$ cat src/rtl/mem_access_unit_if.sv
// Bundles the CPU-side request/response handshake and the data-memory port of mem_access_unit.
// slave is the unit's view; master is the view of the CPU plus the attached memory.
`default_nettype none

interface mem_access_unit_if #(
    parameter int ENTRIES = 32
);
    localparam int AW = $clog2(ENTRIES);

    logic          req_valid;
    logic          req_ready;
    logic          req_we;
    logic [1:0]    req_size;
    logic          req_unsigned;
    logic [31:0]   req_addr;
    logic [31:0]   req_wdata;

    logic          resp_valid;
    logic          resp_ready;
    logic [31:0]   resp_rdata;
    logic          resp_err;

    logic          mem_rd;
    logic          mem_wr;
    logic [AW-1:0] mem_addr;
    logic [31:0]   mem_wdata;
    logic [31:0]   mem_rdata;

    modport slave (
        input  req_valid, req_we, req_size, req_unsigned, req_addr, req_wdata,
        output req_ready,
        output resp_valid, resp_rdata, resp_err,
        input  resp_ready,
        output mem_rd, mem_wr, mem_addr, mem_wdata,
        input  mem_rdata
    );

    modport master (
        output req_valid, req_we, req_size, req_unsigned, req_addr, req_wdata,
        input  req_ready,
        input  resp_valid, resp_rdata, resp_err,
        output resp_ready,
        input  mem_rd, mem_wr, mem_addr, mem_wdata,
        output mem_rdata
    );
endinterface

`default_nettype wire

$ cat src/rtl/mem_access_unit.sv
// Byte/halfword/word load-store initiator for a big-endian, word-ported data memory.
// Define MEM_ACCESS_RMW_EN to build sub-word stores as read-modify-write; otherwise they are rejected.
`default_nettype none

module mem_access_unit #(
    parameter int ENTRIES = 32
) (
    input  wire logic           clk,
    input  wire logic           rst_n,
    mem_access_unit_if.slave    bus
);
    localparam int          AW       = $clog2(ENTRIES);
    localparam logic [31:0] ADDR_MAX = 32'(ENTRIES - 4);
`ifdef MEM_ACCESS_RMW_EN
    localparam logic        RMW_EN   = 1'b1;
`else
    localparam logic        RMW_EN   = 1'b0;
`endif

    typedef enum logic [1:0] {
        ST_IDLE = 2'b00,
        ST_RD   = 2'b01,
        ST_WR   = 2'b10,
        ST_RESP = 2'b11
    } state_t;

    state_t        state_r;
    logic [1:0]    size_r;
    logic [1:0]    off_r;
    logic          unsigned_r;
`ifdef MEM_ACCESS_RMW_EN
    logic          we_r;
    logic [15:0]   wdata_r;
`endif
    logic          mem_rd_r;
    logic          mem_wr_r;
    logic [AW-1:0] mem_addr_r;
    logic [31:0]   mem_wdata_r;
    logic          resp_valid_r;
    logic          resp_err_r;
    logic [31:0]   resp_rdata_r;
    logic          accept_err_s;

    // Rejection test applied to the live request at accept time, highest priority first.
    function automatic logic req_error(input logic [1:0] size, input logic [31:0] addr,
                                       input logic we);
        logic err;
        if (size == 2'b11) begin
            err = 1'b1;
        end else if ((size == 2'b01) && (addr[0] != 1'b0)) begin
            err = 1'b1;
        end else if ((size == 2'b10) && (addr[1:0] != 2'b00)) begin
            err = 1'b1;
        end else if (addr > ADDR_MAX) begin
            err = 1'b1;
        end else if (we && (size != 2'b10) && !RMW_EN) begin
            err = 1'b1;
        end else begin
            err = 1'b0;
        end
        return err;
    endfunction

    // Picks the addressed big-endian lane out of the memory word and extends it to 32 bits.
    function automatic logic [31:0] load_extend(input logic [31:0] word, input logic [1:0] size,
                                                input logic [1:0] off, input logic uns);
        logic [7:0]  b;
        logic [15:0] h;
        logic [31:0] r;
        case (off)
            2'd0:    b = word[31:24];
            2'd1:    b = word[23:16];
            2'd2:    b = word[15:8];
            default: b = word[7:0];
        endcase
        h = off[1] ? word[15:0] : word[31:16];
        case (size)
            2'b00:   r = uns ? {24'd0, b} : {{24{b[7]}}, b};
            2'b01:   r = uns ? {16'd0, h} : {{16{h[15]}}, h};
            default: r = word;
        endcase
        return r;
    endfunction

`ifdef MEM_ACCESS_RMW_EN
    // Replaces the target byte or halfword lane of the old word with the new store data.
    function automatic logic [31:0] store_merge(input logic [31:0] word, input logic [15:0] data,
                                                input logic [1:0] size, input logic [1:0] off);
        logic [31:0] r;
        case (size)
            2'b00: begin
                case (off)
                    2'd0:    r = {data[7:0], word[23:0]};
                    2'd1:    r = {word[31:24], data[7:0], word[15:0]};
                    2'd2:    r = {word[31:16], data[7:0], word[7:0]};
                    default: r = {word[31:8], data[7:0]};
                endcase
            end
            2'b01:   r = off[1] ? {word[31:16], data} : {data, word[15:0]};
            default: r = word;
        endcase
        return r;
    endfunction
`endif

    assign accept_err_s = req_error(bus.req_size, bus.req_addr, bus.req_we);

    // Transaction FSM; every memory strobe and response output is a register it owns.
    always_ff @(posedge clk or negedge rst_n) begin
        if (!rst_n) begin
            state_r      <= ST_IDLE;
            size_r       <= 2'b00;
            off_r        <= 2'b00;
            unsigned_r   <= 1'b0;
`ifdef MEM_ACCESS_RMW_EN
            we_r         <= 1'b0;
            wdata_r      <= 16'd0;
`endif
            mem_rd_r     <= 1'b0;
            mem_wr_r     <= 1'b0;
            mem_addr_r   <= '0;
            mem_wdata_r  <= 32'd0;
            resp_valid_r <= 1'b0;
            resp_err_r   <= 1'b0;
            resp_rdata_r <= 32'd0;
        end else begin
            case (state_r)
                ST_IDLE: begin
                    if (bus.req_valid) begin
                        size_r     <= bus.req_size;
                        off_r      <= bus.req_addr[1:0];
                        unsigned_r <= bus.req_unsigned;
`ifdef MEM_ACCESS_RMW_EN
                        we_r       <= bus.req_we;
                        wdata_r    <= bus.req_wdata[15:0];
`endif
                        if (accept_err_s) begin
                            state_r      <= ST_RESP;
                            resp_valid_r <= 1'b1;
                            resp_err_r   <= 1'b1;
                            resp_rdata_r <= 32'd0;
                        end else if (!bus.req_we || (bus.req_size != 2'b10)) begin
                            // Loads and sub-word stores both need the current word first.
                            state_r    <= ST_RD;
                            mem_rd_r   <= 1'b1;
                            mem_addr_r <= {bus.req_addr[AW-1:2], 2'b00};
                        end else begin
                            state_r     <= ST_WR;
                            mem_wr_r    <= 1'b1;
                            mem_addr_r  <= {bus.req_addr[AW-1:2], 2'b00};
                            mem_wdata_r <= bus.req_wdata;
                        end
                    end
                end
                ST_RD: begin
                    mem_rd_r <= 1'b0;
`ifdef MEM_ACCESS_RMW_EN
                    if (we_r) begin
                        state_r     <= ST_WR;
                        mem_wr_r    <= 1'b1;
                        mem_wdata_r <= store_merge(bus.mem_rdata, wdata_r, size_r, off_r);
                    end else
`endif
                    begin
                        state_r      <= ST_RESP;
                        mem_addr_r   <= '0;
                        resp_valid_r <= 1'b1;
                        resp_err_r   <= 1'b0;
                        resp_rdata_r <= load_extend(bus.mem_rdata, size_r, off_r, unsigned_r);
                    end
                end
                ST_WR: begin
                    state_r      <= ST_RESP;
                    mem_wr_r     <= 1'b0;
                    mem_addr_r   <= '0;
                    mem_wdata_r  <= 32'd0;
                    resp_valid_r <= 1'b1;
                    resp_err_r   <= 1'b0;
                    resp_rdata_r <= 32'd0;
                end
                ST_RESP: begin
                    if (bus.resp_ready) begin
                        state_r      <= ST_IDLE;
                        resp_valid_r <= 1'b0;
                        resp_err_r   <= 1'b0;
                        resp_rdata_r <= 32'd0;
                    end
                end
                default: begin
                    state_r      <= ST_IDLE;
                    mem_rd_r     <= 1'b0;
                    mem_wr_r     <= 1'b0;
                    mem_addr_r   <= '0;
                    mem_wdata_r  <= 32'd0;
                    resp_valid_r <= 1'b0;
                    resp_err_r   <= 1'b0;
                    resp_rdata_r <= 32'd0;
                end
            endcase
        end
    end

    assign bus.req_ready  = (state_r == ST_IDLE) && rst_n;
    assign bus.resp_valid = resp_valid_r;
    assign bus.resp_rdata = resp_rdata_r;
    assign bus.resp_err   = resp_err_r;
    assign bus.mem_rd     = mem_rd_r;
    assign bus.mem_wr     = mem_wr_r;
    assign bus.mem_addr   = mem_addr_r;
    assign bus.mem_wdata  = mem_wdata_r;

endmodule

`default_nettype wire

$ cat src/flat_wrapper.sv
// flat-port wrapper written by rule: the top's interface ports become plain ports
module mem_access_unit_flat 
#(
    parameter int ENTRIES = 32
)
  (clk, rst_n, bus_req_valid, bus_req_we, bus_req_size, bus_req_unsigned, bus_req_addr, bus_req_wdata, bus_req_ready, bus_resp_valid, bus_resp_rdata, bus_resp_err, bus_resp_ready, bus_mem_rd, bus_mem_wr, bus_mem_addr, bus_mem_wdata, bus_mem_rdata);
  mem_access_unit_if #(.ENTRIES(ENTRIES)) bus_i ();
  input  wire logic clk;
  input  wire logic rst_n;
  input wire logic [$bits(bus_i.req_valid)-1:0] bus_req_valid;
  input wire logic [$bits(bus_i.req_we)-1:0] bus_req_we;
  input wire logic [$bits(bus_i.req_size)-1:0] bus_req_size;
  input wire logic [$bits(bus_i.req_unsigned)-1:0] bus_req_unsigned;
  input wire logic [$bits(bus_i.req_addr)-1:0] bus_req_addr;
  input wire logic [$bits(bus_i.req_wdata)-1:0] bus_req_wdata;
  output wire logic [$bits(bus_i.req_ready)-1:0] bus_req_ready;
  output wire logic [$bits(bus_i.resp_valid)-1:0] bus_resp_valid;
  output wire logic [$bits(bus_i.resp_rdata)-1:0] bus_resp_rdata;
  output wire logic [$bits(bus_i.resp_err)-1:0] bus_resp_err;
  input wire logic [$bits(bus_i.resp_ready)-1:0] bus_resp_ready;
  output wire logic [$bits(bus_i.mem_rd)-1:0] bus_mem_rd;
  output wire logic [$bits(bus_i.mem_wr)-1:0] bus_mem_wr;
  output wire logic [$bits(bus_i.mem_addr)-1:0] bus_mem_addr;
  output wire logic [$bits(bus_i.mem_wdata)-1:0] bus_mem_wdata;
  input wire logic [$bits(bus_i.mem_rdata)-1:0] bus_mem_rdata;
  assign bus_i.req_valid = bus_req_valid;
  assign bus_i.req_we = bus_req_we;
  assign bus_i.req_size = bus_req_size;
  assign bus_i.req_unsigned = bus_req_unsigned;
  assign bus_i.req_addr = bus_req_addr;
  assign bus_i.req_wdata = bus_req_wdata;
  assign bus_req_ready = bus_i.req_ready;
  assign bus_resp_valid = bus_i.resp_valid;
  assign bus_resp_rdata = bus_i.resp_rdata;
  assign bus_resp_err = bus_i.resp_err;
  assign bus_i.resp_ready = bus_resp_ready;
  assign bus_mem_rd = bus_i.mem_rd;
  assign bus_mem_wr = bus_i.mem_wr;
  assign bus_mem_addr = bus_i.mem_addr;
  assign bus_mem_wdata = bus_i.mem_wdata;
  assign bus_i.mem_rdata = bus_mem_rdata;
  mem_access_unit #(.ENTRIES(ENTRIES)) u_core (.clk(clk), .rst_n(rst_n), .bus(bus_i));
endmodule
$ cat config.mk
export PLATFORM = sky130hd
export DESIGN_NAME = mem_access_unit_flat
export DESIGN_NICKNAME = d
export VERILOG_FILES = /design/src/rtl/mem_access_unit_if.sv /design/src/rtl/mem_access_unit.sv /design/src/flat_wrapper.sv
export SDC_FILE = /design/constraint.sdc
export NUM_CORES = 1
export LEC_CHECK = 0
export ABC_AREA = 1
export CAP_MARGIN = 40
export CORE_UTILIZATION = 45
export DETAILED_ROUTE_END_ITERATION = 7
export GPL_TIMING_DRIVEN = 1
export PLACE_DENSITY = 0.81
export SYNTH_ARGS = -nofsm -noshare
export SYNTH_HDL_FRONTEND = slang
export SYNTH_SLANG_ARGS = --single-unit
$ cat constraint.sdc
create_clock -name clk -period 1.94 [get_ports clk]
set_input_delay 0.291 -clock clk [delete_from_list [all_inputs] [get_ports clk]]
set_output_delay 0.291 -clock clk [all_outputs]
set_load 0.02 [all_outputs]
-- Word level (Yosys, flattened, before mapping)
Index checks and enable logic that the tools add are counted.
- $add $sub $neg: 0
- reduce and logical (&&, ||, !) cells: 20
- magnitude comparators: 1
- shift operators: 0
- equal/unequal tests: 16
- multipliers: 0
- mux-type cells: 39
- div/mod/pow operators: 0
- bitwise gates (word level): 0
- operators with widths (operator ; count):
    $mux 32 ; 8
    $pmux 32 s2 ; 2
    $pmux 32 s4 ; 1
    $gt 32x5->1 const B ; 1
    $pmux 8 s3 ; 1
    $mux 16 ; 1
    $mux 1 ; 14
    $eq 2x2->1 const B ; 5
    $mux 5 ; 2
    $ne 2x2->1 const B ; 5
    $pmux 5 s2 ; 1
    $eq 2x1->1 const B ; 4
    $mux 2 ; 4
    $reduce_and 4->1 ; 2
    $reduce_bool 2->1 ; 4
    $logic_not 2->1 ; 3
    $pmux 1 s3 ; 2
    $pmux 2 s3 ; 1
    $reduce_and 3->1 ; 2
    $logic_and 1x1->1 ; 4
    $ne 2x1->1 const B ; 2
    $pmux 1 s2 ; 2
    $reduce_and 2->1 ; 2
    $reduce_or 2->1 ; 1
    2 further kinds ; 2
- word-level logic and storage cells: 87
- memories kept: 0
- input port bits: 104
- bits in latches: 0
- output and inout port bits: 74
- memory bits (read-only): 0
- memory bits (writable): 0
- register bits after elaboration: 80

-- Longest topological paths before layout
Gate-level depths: netlist of run 1.
- depth after elaboration: 10
- gate-level depth with buffers: 13
- mapped depth without buffers: 11

-- Worst setup path before layout of run 1
No wires, ideal clock.
- path type: reg-to-reg
- from: register u_core.state_r[0]
- to: register u_core.resp_rdata_r[21], in the netlist u_core.bus.resp_rdata[21]
- path slack: 0.298 ns
- required time: 1.821 ns
- clock period less this slack: 1.642 ns
- stages on the path, launching flop included: 14
- buffers on the path: 3
- library setup time: 0.119 ns
- arrival: 1.523 ns
- path through: dfrtp_1 inv_1 ha_1 buf_4 inv_2 nor2_2 inv_2 nand2_1 inv_2 nand2_4 buf_12 buf_12 nand2_2 o21ai_2
- cells in the longest elaborated chain, start to end: 3
- elaborated cells between the ends (all ways): 9
- classes of those cells: eq/ne (6); mux (1); reduce/logical (2)
- ends and longest elaborated chain (element ; RTL line ; text):
    start, declared ; mem_access_unit.sv:27 ; state_t state_r;
    start signal, assigned ; mem_access_unit.sv:111 ; state_r <= ST_IDLE;
    start signal, assigned ; mem_access_unit.sv:138 ; state_r <= ST_RESP;
    start signal, assigned ; mem_access_unit.sv:144 ; state_r <= ST_RD;
    $eq 2x2->1 / $logic_not 2->1 (equally long branches) ; mem_access_unit.sv:127 ; case (state_r)
    $ne 2x2->1 (no source line) / $ne 2x1->1 (equally long branches) ; -- ;
    $reduce_and 3->1 (no source line) ; -- ;
    end signal, assigned ; mem_access_unit.sv:169 ; resp_rdata_r <= load_extend(bus.mem_rdata, size_r, off_r, unsigned_r);
    end, declared ; mem_access_unit.sv:41 ; logic [31:0] resp_rdata_r;
Parallel ways exist; a longest one is shown, timed or not.
A chain may end at the register's enable or synchronous reset.

-- Worst setup path in the final report of run 1
- from: register u_core.state_r[0]
- to: output bus_req_ready
- cells in the longest elaborated chain, start to end: 2
- ends and longest elaborated chain (element ; RTL line ; text):
    $logic_not 2->1 ; mem_access_unit.sv:203 ; assign bus.req_ready = (state_r == ST_IDLE) && rst_n;
    $logic_and 1x1->1 ; mem_access_unit.sv:203 ;
    end, declared ; flat_wrapper.sv:16 ; output wire logic [$bits(bus_i.req_ready)-1:0] bus_req_ready;
Every way passes these cells.

==> summary.md, run 1 <==
| Metric | Value |
|---|---|
| Most numerous cell in the Yosys netlist | nand2_1 |
| Final Cell Area | 6660 µm² |
| Max VDD drop | 0.754 mV |
| Clock tree from TritonCTS | yes |
| Primary FF master, synth | dfrtp_1 |
| Area growth syn-to-layout | 45.3% |
| CP Class | flop to output port |
| Layout cells sized above 1 | 0.129 |
| R2R Setup Slk | 0.18 ns |
| Mapped Cells | 621 |
| Worst EP required | 1.65 ns |
| Setup crit end kind | output port |
| First-pass GRT wire length | 20.1 mm |
| Final Hold Vio Count | 0 |
| Core ar. | 9820 µm² |
| Setup TNS | 0 ns |
| Critical Path AT | 1.58 ns |
| Pwr Density | 1540 nW/µm² |
| Syn. warnings | 0 |
| Sequential fraction of the synthesis area | 0.426 |
| Slowest stage cell, crit path | dfrtp_1 |
| Routed len/inst | 13.4 µm |
| Starting Density | 0.467 |
| Gate power share | 0.603 |
| Largest net degree at the start of global routing | 53 |
| Mapped Avg Cell Area | 7.38 µm² |
| Synth async-reset ratio | 1.00 |
| Clock sinks | 78 |
| Initial DRC count | 168 |
| Post-synthesis cell type count | 33 |
| Sequential fraction of design power | 0.272 |
| Largest stage delay on the critical path | 0.42 ns |
| Commonest cells in the netlist | 188 x nand2_1, 78 x dfrtp_1, 71 x inv_1, 69 x nor2_1, 44 x nand3_1 |
| Post-synthesis compound-gate area fraction | 0.106 |
| GPL Wtd Cong | 0.926 |
| Number of flops mapped to enable cells by yosys | 0 |
| Skew-Pair Late Insertion Delay | 0.36 ns |
| Largest family of logic cells by synthesized area | simple AND/OR/NAND/NOR gates |
| Sw Pwr | 4.79 mW |
| CTS Buffer Depth | 2 |
| Clock power frac | 0.125 |
| Antenna violations before repair | 0 |
| Final total power | 10.3 mW |
| Fin. max-slew vios | 0 |
| IO Count | 178 |
| Final wirelength | 12.5 mm |
| Num rows | 36 |
| Status | complete, no violations |
| Mapped Area | 4590 µm² |
| Core Util, Final | 0.679 |
| Max_cap viols | 0 |
| Tcrit/Tclk final | 0.964 |
| Synthesized-area fraction occupied by adder cells | 0.0109 |
| Chip height | 103 µm |
| # setup viols final | 0 |
| Synth area leader | dfrtp_1 |
| Leakage | 3.30 nW |
| Clock-pin transition on the worst setup and hold timing paths | 0.08 ns |
| Vias in the first global route | 4,429 |
| Remaining DRCs | 0 |
| Area after DPL | 6450 µm² |
| Vias | 4,611 |
| Post-Synth XOR/XNOR Area | 0 |
| Die W | 103 µm |
| Hold Startpoint | u_core.bus.mem_addr[4] |
| Synth area leaders | dfrtp_1 43%, nand2_1 15%, inv_1 5.8%, nor2_1 5.6%, nand3_1 4.8% |
| Die ar. | 10,600 µm² |
| Number of filler cells placed in the layout | 842 |
| CP most frequent cell | inv_1 |
| Post CTS Setup Buffer Count | 0 |
| Hold Path Sink | u_core.bus.mem_addr[4] |
| Final nets | 903 |
| Final Skew | 0.00830 ns |
| Root Driver | clkbuf_8 |
| RSZ-0062 raised after global routing | no |
| Net Sw Frac | 0.466 |
| DR pass1 iterations | 4 |
| Port buffer count | 175 |
| CTS H-tree depth | 3 |
| Grt total ovfl | 0 |
| WP buf/inv | 3 |
| Hold_ws | 0.478 ns |
| Hold depth | 2 |
| Worst R2R End | u_core.bus.resp_rdata[17] |
| Post-DP HPWL | 9.50 mm |
| Cell internal pwr | 5.49 mW |
| Reg2reg start | u_core.state_r[0] |
| Crit-path leading delay family | buffers and inverters |
| Final min period | 1.87 ns |
| DRT antenna net count | 0 |
| Mux cell area share after synthesis | 0 |
| Simple-gate area share of the yosys netlist | 0.335 |
| Hold Path Class | flop to flop |
| Share of Yosys cell area claimed by the top area cell type | 0.426 |
| Crit Path Max Fanout | 4 |
| DR vias/cell | 4.94 |
| Yosys reg bits | 78 |
| Ordered list of cells on the worst path | inv_1 -> ha_1 -> nand2_1 -> inv_1 -> dlygate4sd2_1 |
| ANT cells | 0 |
| Total track usage | 0.246 |
| Total clock buffers created by CTS | 9 |
| Worst r2r path cells | 11 |
| CP Launch Type | flop |
| Max Freq | 0.535 GHz |
==> worst max path at each step <==
stage                            from                        end  slack [ns]  cells past startpoint
floorplan           u_core.state_r[0]  u_core.bus.resp_rdata[21]        0.30                     13
global placement      bus_req_size[1]   u_core.bus.mem_wdata[23]        0.02                     12
detailed placement    bus_req_addr[9]   u_core.bus.mem_wdata[19]       -0.06                     10
CTS                 u_core.state_r[0]              bus_req_ready        0.06                      5
global route        u_core.state_r[0]              bus_req_ready       0.007                      5
finish              u_core.state_r[0]              bus_req_ready        0.07                      5
==> state kept, by name, summed over array words and instances (netlist names) <==
signal	cells
u_core.bus.mem_addr	3
u_core.bus.mem_rd	1
u_core.bus.mem_wdata	32
u_core.bus.mem_wr	1
u_core.bus.resp_err	1
u_core.bus.resp_rdata	32
u_core.bus.resp_valid	1
u_core.off_r	2
u_core.size_r	2
u_core.state_r	2
u_core.unsigned_r	1
==> per-layer routing <==
layer,vias to the layer above,GRT usage,wire length [µm]
li1,2270,-,-
met1,2128,0.298,5200
met2,178,0.415,6000
met3,35,0.0569,906
met4,0,0.119,379
met5,-,0,0
==> placed cells by master, fill, tap and decap left out, drive strengths merged, types with 3 or more instances in the layout <==
| cell type | count |
|---|---|
| o211ai | 7 |
| clkdlybuf4s50 | 173 |
| o21ai | 54 |
| nand2 | 222 |
| buf | 20 |
| clkinv | 3 |
| o22ai | 7 |
| clkbuf | 10 |
| inv | 78 |
| a21oi | 10 |
| nand4 | 4 |
| ha | 4 |
| dfrtp | 78 |
| nor2 | 72 |
| nand3 | 48 |
==> power groups by stage <==
stage                     sequential (mW)  clock (mW)  combinational, mW
after floorplan                      3.47           0               3.45
after global placement               2.81           0               6.03
after detailed placement             2.81           0               6.21
after CTS                            2.80        1.30               6.23
after global routing                 2.89        1.36               6.85
final                                2.80        1.29               6.20
==> what timing repair did <==
item                                   CTS  global route
setup endpoints to repair                1             0
hold buffers                             1             0
endpoints found under the hold margin   26             0
resized for setup                        1             0
==> logic make-up (layout without fill, tap and decap cells) <==
| logic type | Yosys count | in the layout |
|---|---|---|
| buffers and inverters | 111 | 289 |
| other | 1 | 2 |
| adders and majority gates | 4 | 4 |
| DFF | 78 | 78 |
| and+or+nand+nor | 349 | 349 |
| AOI/OAI and AO/OA | 78 | 78 |
==> tightest hold or removal path: stages, from the launching register on <==
cell and delay [ns]:
dfrtp_1 0.35, nand2_1 0.05, nand2_1 0.05
==> metrics by stage <==
stage          setup slack, ns  cells
6_report                0.0708    933
5_1_grt                0.00748    933
4_1_cts                 0.0606    933
3_5_place_dp           -0.0563    916
3_3_place_gp            0.0194    915
2_1_floorplan            0.298    622
==> final cells by class <==
type / instances / area, µm² / share of cell area
clock buffers: 10 / 138 / 0.0207
clock inverters: 6 / 70.1 / 0.0105
inverters: 78 / 295 / 0.0443
multi-input cells: 433 / 2080 / 0.313
flip-flops and latches: 78 / 1950 / 0.293
well taps: 133 / 166 / 0.0250
repair buffers: 195 / 1960 / 0.294
(Power assumes the default switching activity.)
==> run 2, diff against run 1 <==
- HOLD_SLACK_MARGIN: not set -> 0.05
==> results of run 2 <==
The final DEF is identical to that of run 1; final timing and power are the same.
